--- src/rtl/tone_generator.sv ---
// Buzzer square-wave generator driven by the controller's note/octave request.
// Define TONE_GAP_EN to insert a silent articulation gap between successive notes.

module tone_generator #(
    parameter int unsigned CLK_HZ     = 100_000_000,
    parameter int unsigned GAP_CYCLES = 1_000_000,
    parameter int          CNT_W      = 20
) (
    input  logic       clk,
    input  logic       reset,
    input  logic [3:0] note_in,
    input  logic [1:0] octave_in,
    input  logic       mute,
    output logic       speaker,
    output logic       playing,
    output logic [3:0] cur_note
);

    typedef enum logic [1:0] {
        SILENT = 2'd0,
        TONE   = 2'd1,
        GAP    = 2'd2
    } state_e;

    // Mid-octave half period from a pitch in centi-hertz; the 100 MHz board keeps its tuned table.
    function automatic logic [CNT_W-1:0] half_of(
        input longint unsigned f_centi,
        input longint unsigned tuned
    );
        longint unsigned num;
        longint unsigned q;
        num = 64'(CLK_HZ) * 64'd100;
        if (CLK_HZ == 32'd100_000_000) begin
            q = tuned;
        end else begin
            q = num / (64'd2 * f_centi);
        end
        return q[CNT_W-1:0];
    endfunction

    localparam logic [CNT_W-1:0] H_DO = half_of(64'd26163, 64'd191113);
    localparam logic [CNT_W-1:0] H_RE = half_of(64'd29366, 64'd170265);
    localparam logic [CNT_W-1:0] H_MI = half_of(64'd32963, 64'd151686);
    localparam logic [CNT_W-1:0] H_FA = half_of(64'd34923, 64'd143172);
    localparam logic [CNT_W-1:0] H_SO = half_of(64'd39200, 64'd127551);
    localparam logic [CNT_W-1:0] H_LA = half_of(64'd44000, 64'd113636);
    localparam logic [CNT_W-1:0] H_SI = half_of(64'd49388, 64'd101239);

    logic [3:0]       s_note_q, s_note_d;
    logic [1:0]       s_oct_q, s_oct_d;
    logic [3:0]       p_note_q, p_note_d;
    logic [1:0]       p_oct_q, p_oct_d;
    state_e           state_q, state_d;
    logic [CNT_W-1:0] cnt_q, cnt_d;
    logic [CNT_W-1:0] half_q, half_d;
    logic [3:0]       note_q, note_d;
    logic             spk_q, spk_d;
    logic             speaker_q, speaker_d;
    logic [CNT_W-1:0] half_mid;
    logic [CNT_W-1:0] half_new;
    logic             chg;
    logic             start_tone;

`ifdef TONE_GAP_EN
    localparam logic [CNT_W-1:0] GAP_LAST = CNT_W'(GAP_CYCLES - 1);
    logic [CNT_W-1:0] gcnt_q, gcnt_d;
`else
    // Without the gap the parameter has no effect.
    logic unused_gap;
    assign unused_gap = ^GAP_CYCLES;
`endif

    always_comb begin
        s_note_d = note_in[3] ? 4'd0 : note_in;
        s_oct_d  = (octave_in == 2'd3) ? 2'd1 : octave_in;
        p_note_d = s_note_q;
        p_oct_d  = s_oct_q;
        chg      = ({s_oct_q, s_note_q} != {p_oct_q, p_note_q});
    end

    always_comb begin
        half_mid = '0;
        unique case (s_note_q)
            4'd1:    half_mid = H_DO;
            4'd2:    half_mid = H_RE;
            4'd3:    half_mid = H_MI;
            4'd4:    half_mid = H_FA;
            4'd5:    half_mid = H_SO;
            4'd6:    half_mid = H_LA;
            4'd7:    half_mid = H_SI;
            default: half_mid = '0;
        endcase
        half_new = half_mid;
        unique case (1'b1)
            (s_oct_q == 2'd0): half_new = half_mid << 1;
            (s_oct_q == 2'd2): half_new = half_mid >> 1;
            default:           half_new = half_mid;
        endcase
    end

    always_comb begin
        state_d    = state_q;
        cnt_d      = cnt_q;
        half_d     = half_q;
        note_d     = note_q;
        spk_d      = spk_q;
        start_tone = 1'b0;
`ifdef TONE_GAP_EN
        gcnt_d     = gcnt_q;
`endif
        unique case (state_q)
            SILENT: begin
                if (s_note_q != 4'd0) begin
                    start_tone = 1'b1;
                end
            end
            TONE: begin
                if (chg && (s_note_q == 4'd0)) begin
                    state_d = SILENT;
                    cnt_d   = '0;
                    spk_d   = 1'b0;
                    note_d  = 4'd0;
                end else if (chg) begin
`ifdef TONE_GAP_EN
                    state_d = GAP;
                    gcnt_d  = '0;
                    cnt_d   = '0;
                    spk_d   = 1'b0;
                    note_d  = 4'd0;
`else
                    start_tone = 1'b1;
`endif
                end else if (cnt_q == half_q - CNT_W'(1)) begin
                    cnt_d = '0;
                    spk_d = ~spk_q;
                end else begin
                    cnt_d = cnt_q + CNT_W'(1);
                end
            end
`ifdef TONE_GAP_EN
            // Changes during the gap only update s_*; whatever is held at the end wins.
            GAP: begin
                if (gcnt_q == GAP_LAST) begin
                    if (s_note_q != 4'd0) begin
                        start_tone = 1'b1;
                    end else begin
                        state_d = SILENT;
                    end
                end else begin
                    gcnt_d = gcnt_q + CNT_W'(1);
                end
            end
`endif
            default: begin
                state_d = SILENT;
                cnt_d   = '0;
                spk_d   = 1'b0;
                note_d  = 4'd0;
            end
        endcase
        if (start_tone) begin
            state_d = TONE;
            cnt_d   = '0;
            spk_d   = 1'b1;
            note_d  = s_note_q;
            half_d  = half_new;
        end
        speaker_d = spk_d & ~mute;
    end

    always_ff @(posedge clk or posedge reset) begin
        if (reset) begin
            s_note_q  <= 4'd0;
            s_oct_q   <= 2'd0;
            p_note_q  <= 4'd0;
            p_oct_q   <= 2'd0;
            state_q   <= SILENT;
            cnt_q     <= '0;
            half_q    <= '0;
            note_q    <= 4'd0;
            spk_q     <= 1'b0;
            speaker_q <= 1'b0;
`ifdef TONE_GAP_EN
            gcnt_q    <= '0;
`endif
        end else begin
            s_note_q  <= s_note_d;
            s_oct_q   <= s_oct_d;
            p_note_q  <= p_note_d;
            p_oct_q   <= p_oct_d;
            state_q   <= state_d;
            cnt_q     <= cnt_d;
            half_q    <= half_d;
            note_q    <= note_d;
            spk_q     <= spk_d;
            speaker_q <= speaker_d;
`ifdef TONE_GAP_EN
            gcnt_q    <= gcnt_d;
`endif
        end
    end

    assign speaker  = speaker_q;
    assign playing  = (state_q == TONE);
    assign cur_note = note_q;

endmodule

--- config.mk ---
export PLATFORM = sky130hd
export DESIGN_NAME = tone_generator
export DESIGN_NICKNAME = d
export VERILOG_FILES = /design/src/rtl/tone_generator.sv
export SDC_FILE = /design/constraint.sdc
export NUM_CORES = 1
export LEC_CHECK = 0
export ABC_AREA = 1
export CAP_MARGIN = 20
export CELL_PAD_IN_SITES_DETAIL_PLACEMENT = 0
export CELL_PAD_IN_SITES_GLOBAL_PLACEMENT = 2
export CORE_ASPECT_RATIO = 1.4
export CORE_MARGIN = 8
export CORE_UTILIZATION = 38
export CTS_CLUSTER_SIZE = 20
export DETAILED_ROUTE_END_ITERATION = 10
export MAX_ROUTING_LAYER = met4
export PLACE_DENSITY_LB_ADDON = 0.25
export SKIP_CTS_REPAIR_TIMING = 1
export SLEW_MARGIN = 20
export SYNTH_ARGS = -nofsm -noshare
export SYNTH_HDL_FRONTEND = slang
export SYNTH_SLANG_ARGS = --single-unit
--- constraint.sdc ---
create_clock -name clk -period 3.3 [get_ports clk]
set_input_delay 0.495 -clock clk [delete_from_list [all_inputs] [get_ports clk]]
set_output_delay 0.495 -clock clk [all_outputs]
set_load 0.05 [all_outputs]
# After elaboration in Yosys (flattened, before gate mapping)

Cells that the tools add are included.

Bits in read-only memories: 0
Memories: 0
Bits in latches: 0
Register bits after elaboration: 58
Input port bits: 9
Word-level logic and storage cells: 61
Output and inout bits: 6
RAM bits: 0

Reductions and logical operators: 7
Bitwise gates (word level): 3
Shift-type cells: 0
Equal/unequal tests: 15
Multiply operators: 0
Add/sub/neg operators: 2
Div/mod/pow operators: 0
Magnitude comparators: 0
Mux-type cells: 24

Operators by type and width:

| kind                                               | number |
|---|---|
| one-hot mux 18 bit (7 select lines)                | 1 |
| 2-to-1 mux 20 bit                                  | 4 |
| one-hot mux 20 bit (2 select lines)                | 2 |
| adder 20 x 1 -> 20 bit, second input constant      | 1 |
| == test 20 bit                                     | 1 |
| subtractor 20 x 1 -> 20 bit, second input constant | 1 |
| == test 3 bit, second input constant               | 4 |
| 2-to-1 mux 4 bit                                   | 2 |
| one-hot mux 4 bit (2 select lines)                 | 1 |
| 2-to-1 mux 1 bit                                   | 7 |
| == test 3 x 2 -> 1 bit, second input constant      | 2 |
| 2-to-1 mux 2 bit                                   | 3 |
| != test 6 bit                                      | 1 |
| == test 2 bit, second input constant               | 2 |
| logical NOT 2 bit                                  | 2 |
| logical NOT 4 bit                                  | 1 |
| != test 4 x 2 -> 1 bit, second input constant      | 1 |
| one-hot mux 1 bit (2 select lines)                 | 2 |
| one-hot mux 2 bit (2 select lines)                 | 1 |
| AND reduction 2 bit                                | 2 |
| nonzero test 4 bit                                 | 1 |
| == test 3 x 1 -> 1 bit, second input constant      | 1 |
| 2-to-1 mux 3 bit                                   | 1 |
| != test 3 x 1 -> 1 bit, second input constant      | 1 |
| other kinds (5)                                    | 6 |

# Logic depth before layout (Yosys ltp)

Gate-level depths: netlist (run 1).

Depth in word-level cells: 8
Mapped depth: 17
Mapped depth without buffers: 17

# Worst setup path after synthesis (run 1)

Ideal clock, no wire load.

Path type: reg2reg
Start point: reg half_q[0]
End point: reg cnt_q[14]
Setup time: 0.127 ns
Stages on the path, launching flop included: 15
Data arrival time: 1.942 ns
Clock period less this slack: 2.070 ns
Slack: 1.230 ns
Data required time: 3.173 ns
Buffers on the path: 1
Path through: dfrtp_1 > inv_1 > ha_1 > nand2_1 > nor2_1 > nand2_1 > nand2_1 > nand2_1 > nor2_1 > nand3_1 > nor2_2 > nand3_2 > o21ai_4 > buf_12 > o22ai_2

Word-level cells in the longest chain between the ends: 7

Ends and longest elaborated chain:

| element                             | RTL line | RTL |
|---|---|---|
| start: declaration                  | 55       | `logic [CNT_W-1:0] half_q, half_d;` |
| start signal: assignment            | 193      | `half_q <= half_d;` |
| subtractor 20 x 1 -> 20 bit         | 133      | `end else if (cnt_q == half_q - CNT_W'(1)) begin` |
| == test 20 bit                      | 133      |  |
| 2-to-1 mux 20 bit                   | 133      |  |
| 2-to-1 mux 20 bit                   | 123      | `end else if (chg) begin` |
| 2-to-1 mux 20 bit                   | 118      | `if (chg && (s_note_q == 4'd0)) begin` |
| one-hot mux 20 bit (2 select lines) | 111      | `unique case (state_q)` |
| 2-to-1 mux 20 bit                   | 161      | `if (start_tone) begin` |
| end signal: assignment              | 192      | `cnt_q <= cnt_d;` |
| end: declaration                    | 54       | `logic [CNT_W-1:0] cnt_q, cnt_d;` |

Every way passes these cells. The select of a mux whose other input is x is not followed.
A chain may end at the register's enable or synchronous reset.

# Final worst setup path (run 1)

Start point: reg half_q[0]
End point: reg cnt_q[4]

The elaborated chain is that of the path after synthesis.

==> metrics, run 1 <==
die area=0.0134 mm^2; clk_skew=9.80 ps; Synth Area in Compound Gates=13.3%; fin crit share=79.1%; max-slew violations=0; number of global-route vias before repair=3,500; synth unique cells=35; nets@finish=572; mux share of post-synthesis cell area=0%; Post-Syn Nets=560; core area=0.00979 mm^2; Final min period=2610 ps; Max FO, Critical Path=12; Placed Area=0.00405 mm^2; Max Fclk=383 MHz; first-pass GRT wire length=17,500 um; via count=3,377; top cells by instance count after synthesis=nand2_1, inv_1, nor2_1; Sink Count=55; Pre-antenna DRT Iters=5; DRC errors left=0; Crit path required time=3460 ps; Hold Crit Depth=0; #FFs+latches synth=55; Port Buffers=13; status=finished clean; pwr/cell area=442 mW/mm^2; Worst VDD drop=0.264 mV; Die Y=134 um; initial antenna violation count=0; Synth top area share=36.4%; Worst Setup SP=half_q[0]; Critical Path AT=2770 ps; IO Pins=15; crit-path most repeated cell=nand2_1; TNS Setup=0 ps; HP Start=p_oct_d[1]; synthesis-to-finish area growth=11.1%; leakage=1.95 nW; EDFF count, synth=0; final instance area=0.00420 mm^2; DR iter-0 viols=211; Rows=43; post-synthesis cell area=0.00378 mm^2; vias per cell=4.85; GRT Total Usage=17.1%; CTS tree=done; most common cell in the netlist=nand2_1; Avg Synthesized Cell Area=6.89 um^2; total power draw=1.86 mW; n_diodes=0; Critical Path Sink Type=flip-flop; Starting Density=38.6%; RSZ-0062 raised after global routing=no; Max Cap Viol=0; Synth Area in Adders=0.662%; Inserted Clock Buffers=5; final hold vios=0; critical path class=reg -> reg; critical path cell sequence=inv_1 -> ha_1 -> nand2_1 -> nor2_1 -> nand2_1 -> nand2_1 -> nand2_1 -> nor2_1 -> nand3_1 -> nor2_2 -> nand3_2 -> o21ai_4 -> inv_2 -> nand3_1 -> o21ai_0; cells after synthesis=549; final setup fails=0; WHS=451 ps; layout cells sized above 1=8.19%; worst skew pair latency=310 ps; final core utilization=42.9%; crit start category=flip-flop; simple-gate area share of the yosys netlist=33.6%; post-synthesis xor/xnor area fraction=6.02%; YS warnings=0; largest net degree at the start of global routing=40; worst slew pin tran=711 ps; RD Place Congestion=0.878; Top FF cell, synth=dfrtp_1; Worst path max stage delay=390 ps; Worst path slowest cell=o21ai_4; DR WL/cell=14.8 um; CTS H-Tree Depth=2; largest family of logic cells by synthesized area=simple AND/OR/NAND/NOR gates; ANT nets after route=0; Reg clk slew, reported paths=70 ps; FFs w/ async S/R, synth=100%; Die X=100 um; hpwl dp=8360 um; depth of the most critical reg-to-reg path=15; Worst R2R Start=half_q[0]; Worst Hold Class=reg -> reg; Max-slew headroom=52.5%; Post-Route WL=10,300 um; Synth area leaders=dfrtp_1, nand2_1, inv_1; gr ovfl total=0; leading area contributor after synthesis=dfrtp_1; CTS root buf=clkbuf_16; sequential area share after synthesis=36.4%; clk buf depth=2
-- registers in the layout, indices dropped and copies added, names as in the netlist, 2 cells and up --
name / cells
cnt_q: 20
half_q: 19
cur_note: 3
p_note_d: 3
p_note_q: 3
p_oct_d: 2
p_oct_q: 2
-- report_power, final --
group / internal, mW / total, mW / switching [mW]
Clock: 0.285 / 0.554 / 0.269
Combinational: 0.163 / 0.505 / 0.341
Sequential: 0.726 / 0.799 / 0.0726
Total: 1.17 / 1.86 / 0.683
-- layout by cell type, fill, tap and decap left out, types with 3 or more instances in the layout --
cell / instances
a21oi_1: 16
a41oi_1: 6
buf_4: 7
clkbuf_16: 5
clkdlybuf4s50_1: 13
dfrtp_1: 55
inv_1: 75
inv_2: 3
nand2_1: 157
nand2_2: 3
nand3_1: 44
nand3b_1: 3
nand4_1: 4
nor2_1: 67
nor2_2: 7
nor2_4: 3
nor3_1: 3
o211ai_1: 3
o21ai_0: 29
o21ai_1: 5
o22ai_2: 9
xnor2_1: 4
xor2_1: 22
-- routing by layer --
metal,global-route usage [%],wire length (um)
met4,6.67,269
met2,31.5,5590
met5,-,0
met3,2.49,192
met1,17.7,4270
-- worst paths after layout --
check / end / slack (ps)
worst min-delay path: p_oct_q[1] / 450
worst min register to register: p_oct_q[1] / 450
worst max register to register: cnt_q[4] / 690
worst max-delay path: cnt_q[4] / 690
min in group asynchronous: p_oct_q[1] / 630
max in group asynchronous: cnt_q[8] / 2010
-- critical path, delay by kind of cell, from the launching register on --
family,cells,cell delay [ps]
adder cells (fa/ha/maj),1,250
buffers and inverters,2,260
flip-flops,1,380
AND/OR/NAND/NOR,10,1120
AO/OA/AOI/OAI,2,460
-- through the flow --
step / setup slack, ps / std cells
after floorplan: 1230 / 549
after global placement: 747 / 689
after detailed placement: 669 / 689
after CTS: 656 / 697
after global routing: 391 / 697
final: 691 / 697
-- area by class of cell --
| cell class | instances | area, um^2 |
|---|---|---|
| clock buffers | 5 | 125 |
| clock inverters | 3 | 25.0 |
| fillers | 1084 | 5590 |
| inverters | 78 | 293 |
| multi-input cells | 401 | 2030 |
| flip-flops and latches | 55 | 1380 |
| well taps | 135 | 169 |
| repair buffers | 20 | 183 |
-- cells by family after synthesis --
kind of cell    count (synthesis)
simple gates                  297
buf+inv                        93
compound gates                 75
flops                          55
xor+xnor                       26
fa+ha+maj                       2
other cells                     1
(Power assumes the default switching activity.)
==> inputs of run 2 (changes only) <==
--- a/config.mk
+++ b/config.mk
@@ -11,7 +11,7 @@
 export CELL_PAD_IN_SITES_GLOBAL_PLACEMENT = 2
 export CORE_ASPECT_RATIO = 1.4
 export CORE_MARGIN = 8
-export CORE_UTILIZATION = 38
+export CORE_UTILIZATION = 35
 export CTS_CLUSTER_SIZE = 20
 export DETAILED_ROUTE_END_ITERATION = 10
 export MAX_ROUTING_LAYER = met4
==> constraint.sdc (replaced) <==
create_clock -name clk -period 2.7 [get_ports clk]
set_input_delay 0.405 -clock clk [delete_from_list [all_inputs] [get_ports clk]]
set_output_delay 0.405 -clock clk [all_outputs]
set_load 0.05 [all_outputs]
==> metrics, run 2 (same netlist as run 1, synthesis figures left out) <==
met3 usage=2.23%; Critical Path AT=2620 ps; gr ovfl total=0; critical path class=reg -> reg; RD Place Congestion=0.924; max-slew violations=0; final core utilization=39.8%; via count=3,424; Cells after DPL=697; Port Buffers=13; Critical Path Sink Type=flip-flop; most common cell after layout, fill and taps aside=nand2_1; biggest regs=cnt_q (20), half_q (19); fin crit share=91.1%; WHS=452 ps; Worst path max stage delay=380 ps; worst slew pin tran=629 ps; Max FO, Critical Path=7; number of global-route vias before repair=3,506; CTS tree=done; Rows=45; area taken by multi-input logic gates=0.00204 mm^2; Crit path required time=2860 ps; Worst Hold Class=reg -> reg; n_diodes=0; leakage=1.97 nW; Starting Density=35.3%; Reg clk slew, reported paths=80 ps; DRC errors left=0; Top delay family on crit path=simple AND/OR/NAND/NOR gates; die area=0.0144 mm^2; Finished Layout Cells=707; GRT Total Usage=15.1%; Die X=104 um; fillers=1,176; Worst path slowest cell=dfrtp_1; final setup fails=0; Pre-antenna DRT Iters=5; Buf/Inv on CP=2; clk buf depth=2; RSZ-0062 raised after global routing=no; nets@finish=576; grt met2 use=28.3%; CTS H-Tree Depth=2; Final min period=2460 ps; Post-Route WL=10,500 um; critical path cell sequence=inv_1 -> ha_2 -> nand2_1 -> nor2_4 -> nand2_1 -> nand2_1 -> nand2_1 -> nor2_1 -> nand3_1 -> nor2_2 -> nand3_2 -> o21ai_4 -> buf_4 -> o22ai_2; Max Cap Viol=0; CTS root buf=clkbuf_16; GRT busiest layer=met2; clk_skew=8.78 ps; crit start category=flip-flop; synthesis-to-finish area growth=12.5%; pwr/cell area=541 mW/mm^2; sequential cell area=0.00138 mm^2; TNS Setup=0 ps; Sink Count=55; Max Fclk=407 MHz; worst skew pair latency=300 ps; Die Y=139 um; layout cells sized above 1=9.36%; most frequent cells in the layout=nand2_1, inv_1, nor2_1; grt met1 use=15.7%; ANT nets after route=0; vias per cell=4.84; Biggest register=cnt_q; Inserted Clock Buffers=5; DR iter-0 viols=172; flip-flop count of the largest register after layout=20; core area=0.0107 mm^2; Worst VDD drop=0.295 mV; crit-path most repeated cell=nand2_1; initial antenna violation count=0; final hold vios=0; Max-slew headroom=58.0%; hpwl dp=8480 um; first-pass GRT wire length=17,300 um; IO Pins=15; status=finished clean; DR WL/cell=14.9 um; largest net degree at the start of global routing=40
[run 2: changes by cell type in the layout (fill, tap and decap cells not counted), sizes merged]
| cell | previous run | this run |
|---|---|---|
| buf | 7 | 11 |
| clkinv | 2 | 0 |
| inv | 78 | 80 |
[run 2: worst paths after layout]
check | depth (start not counted) | endpoint | slack, ps | from
min reg2reg | 0 | p_oct_q[1] | 450 | p_oct_d[1]
max | 14 | cnt_q[6] | 240 | half_q[0]
min | 0 | p_oct_q[1] | 450 | p_oct_d[1]
max reg2reg | 14 | cnt_q[6] | 240 | half_q[0]
max in group asynchronous | 3 | speaker | 1600 | reset
min in group asynchronous | 2 | half_q[0] | 460 | reset
[run 2: area by class of cell]
class,count,share of cell area [%]
clock buffers,5,2.94
multi-input cells,401,48.0
well taps,141,4.15
inverters,78,6.88
flip-flops and latches,55,32.4
repair buffers,24,5.00
clock inverters,3,0.647
[run 2: power by group]
group | total, mW | internal, mW | switching [mW]
registers | 0.974 | 0.887 | 0.0868
logic | 0.626 | 0.207 | 0.419
clock network | 0.701 | 0.355 | 0.346
total | 2.30 | 1.45 | 0.851
[run 2: per-layer routing]
metal,vias to the layer above,part of all wire (%)
met5,-,0
met4,0,2.0
met3,17,1.9
met2,55,54
met1,1583,42
li1,1769,-
[run 2: stage by stage]
step / area (um^2) / setup WS [ps] / power, mW
after floorplan: 3780 / 630 / 1.43
after global placement: 4070 / 186 / 1.61
after detailed placement: 4070 / 94.2 / 1.61
after CTS: 4230 / 83.4 / 2.31
after global routing: 4250 / 20.1 / 2.45
final: 4250 / 241 / 2.30
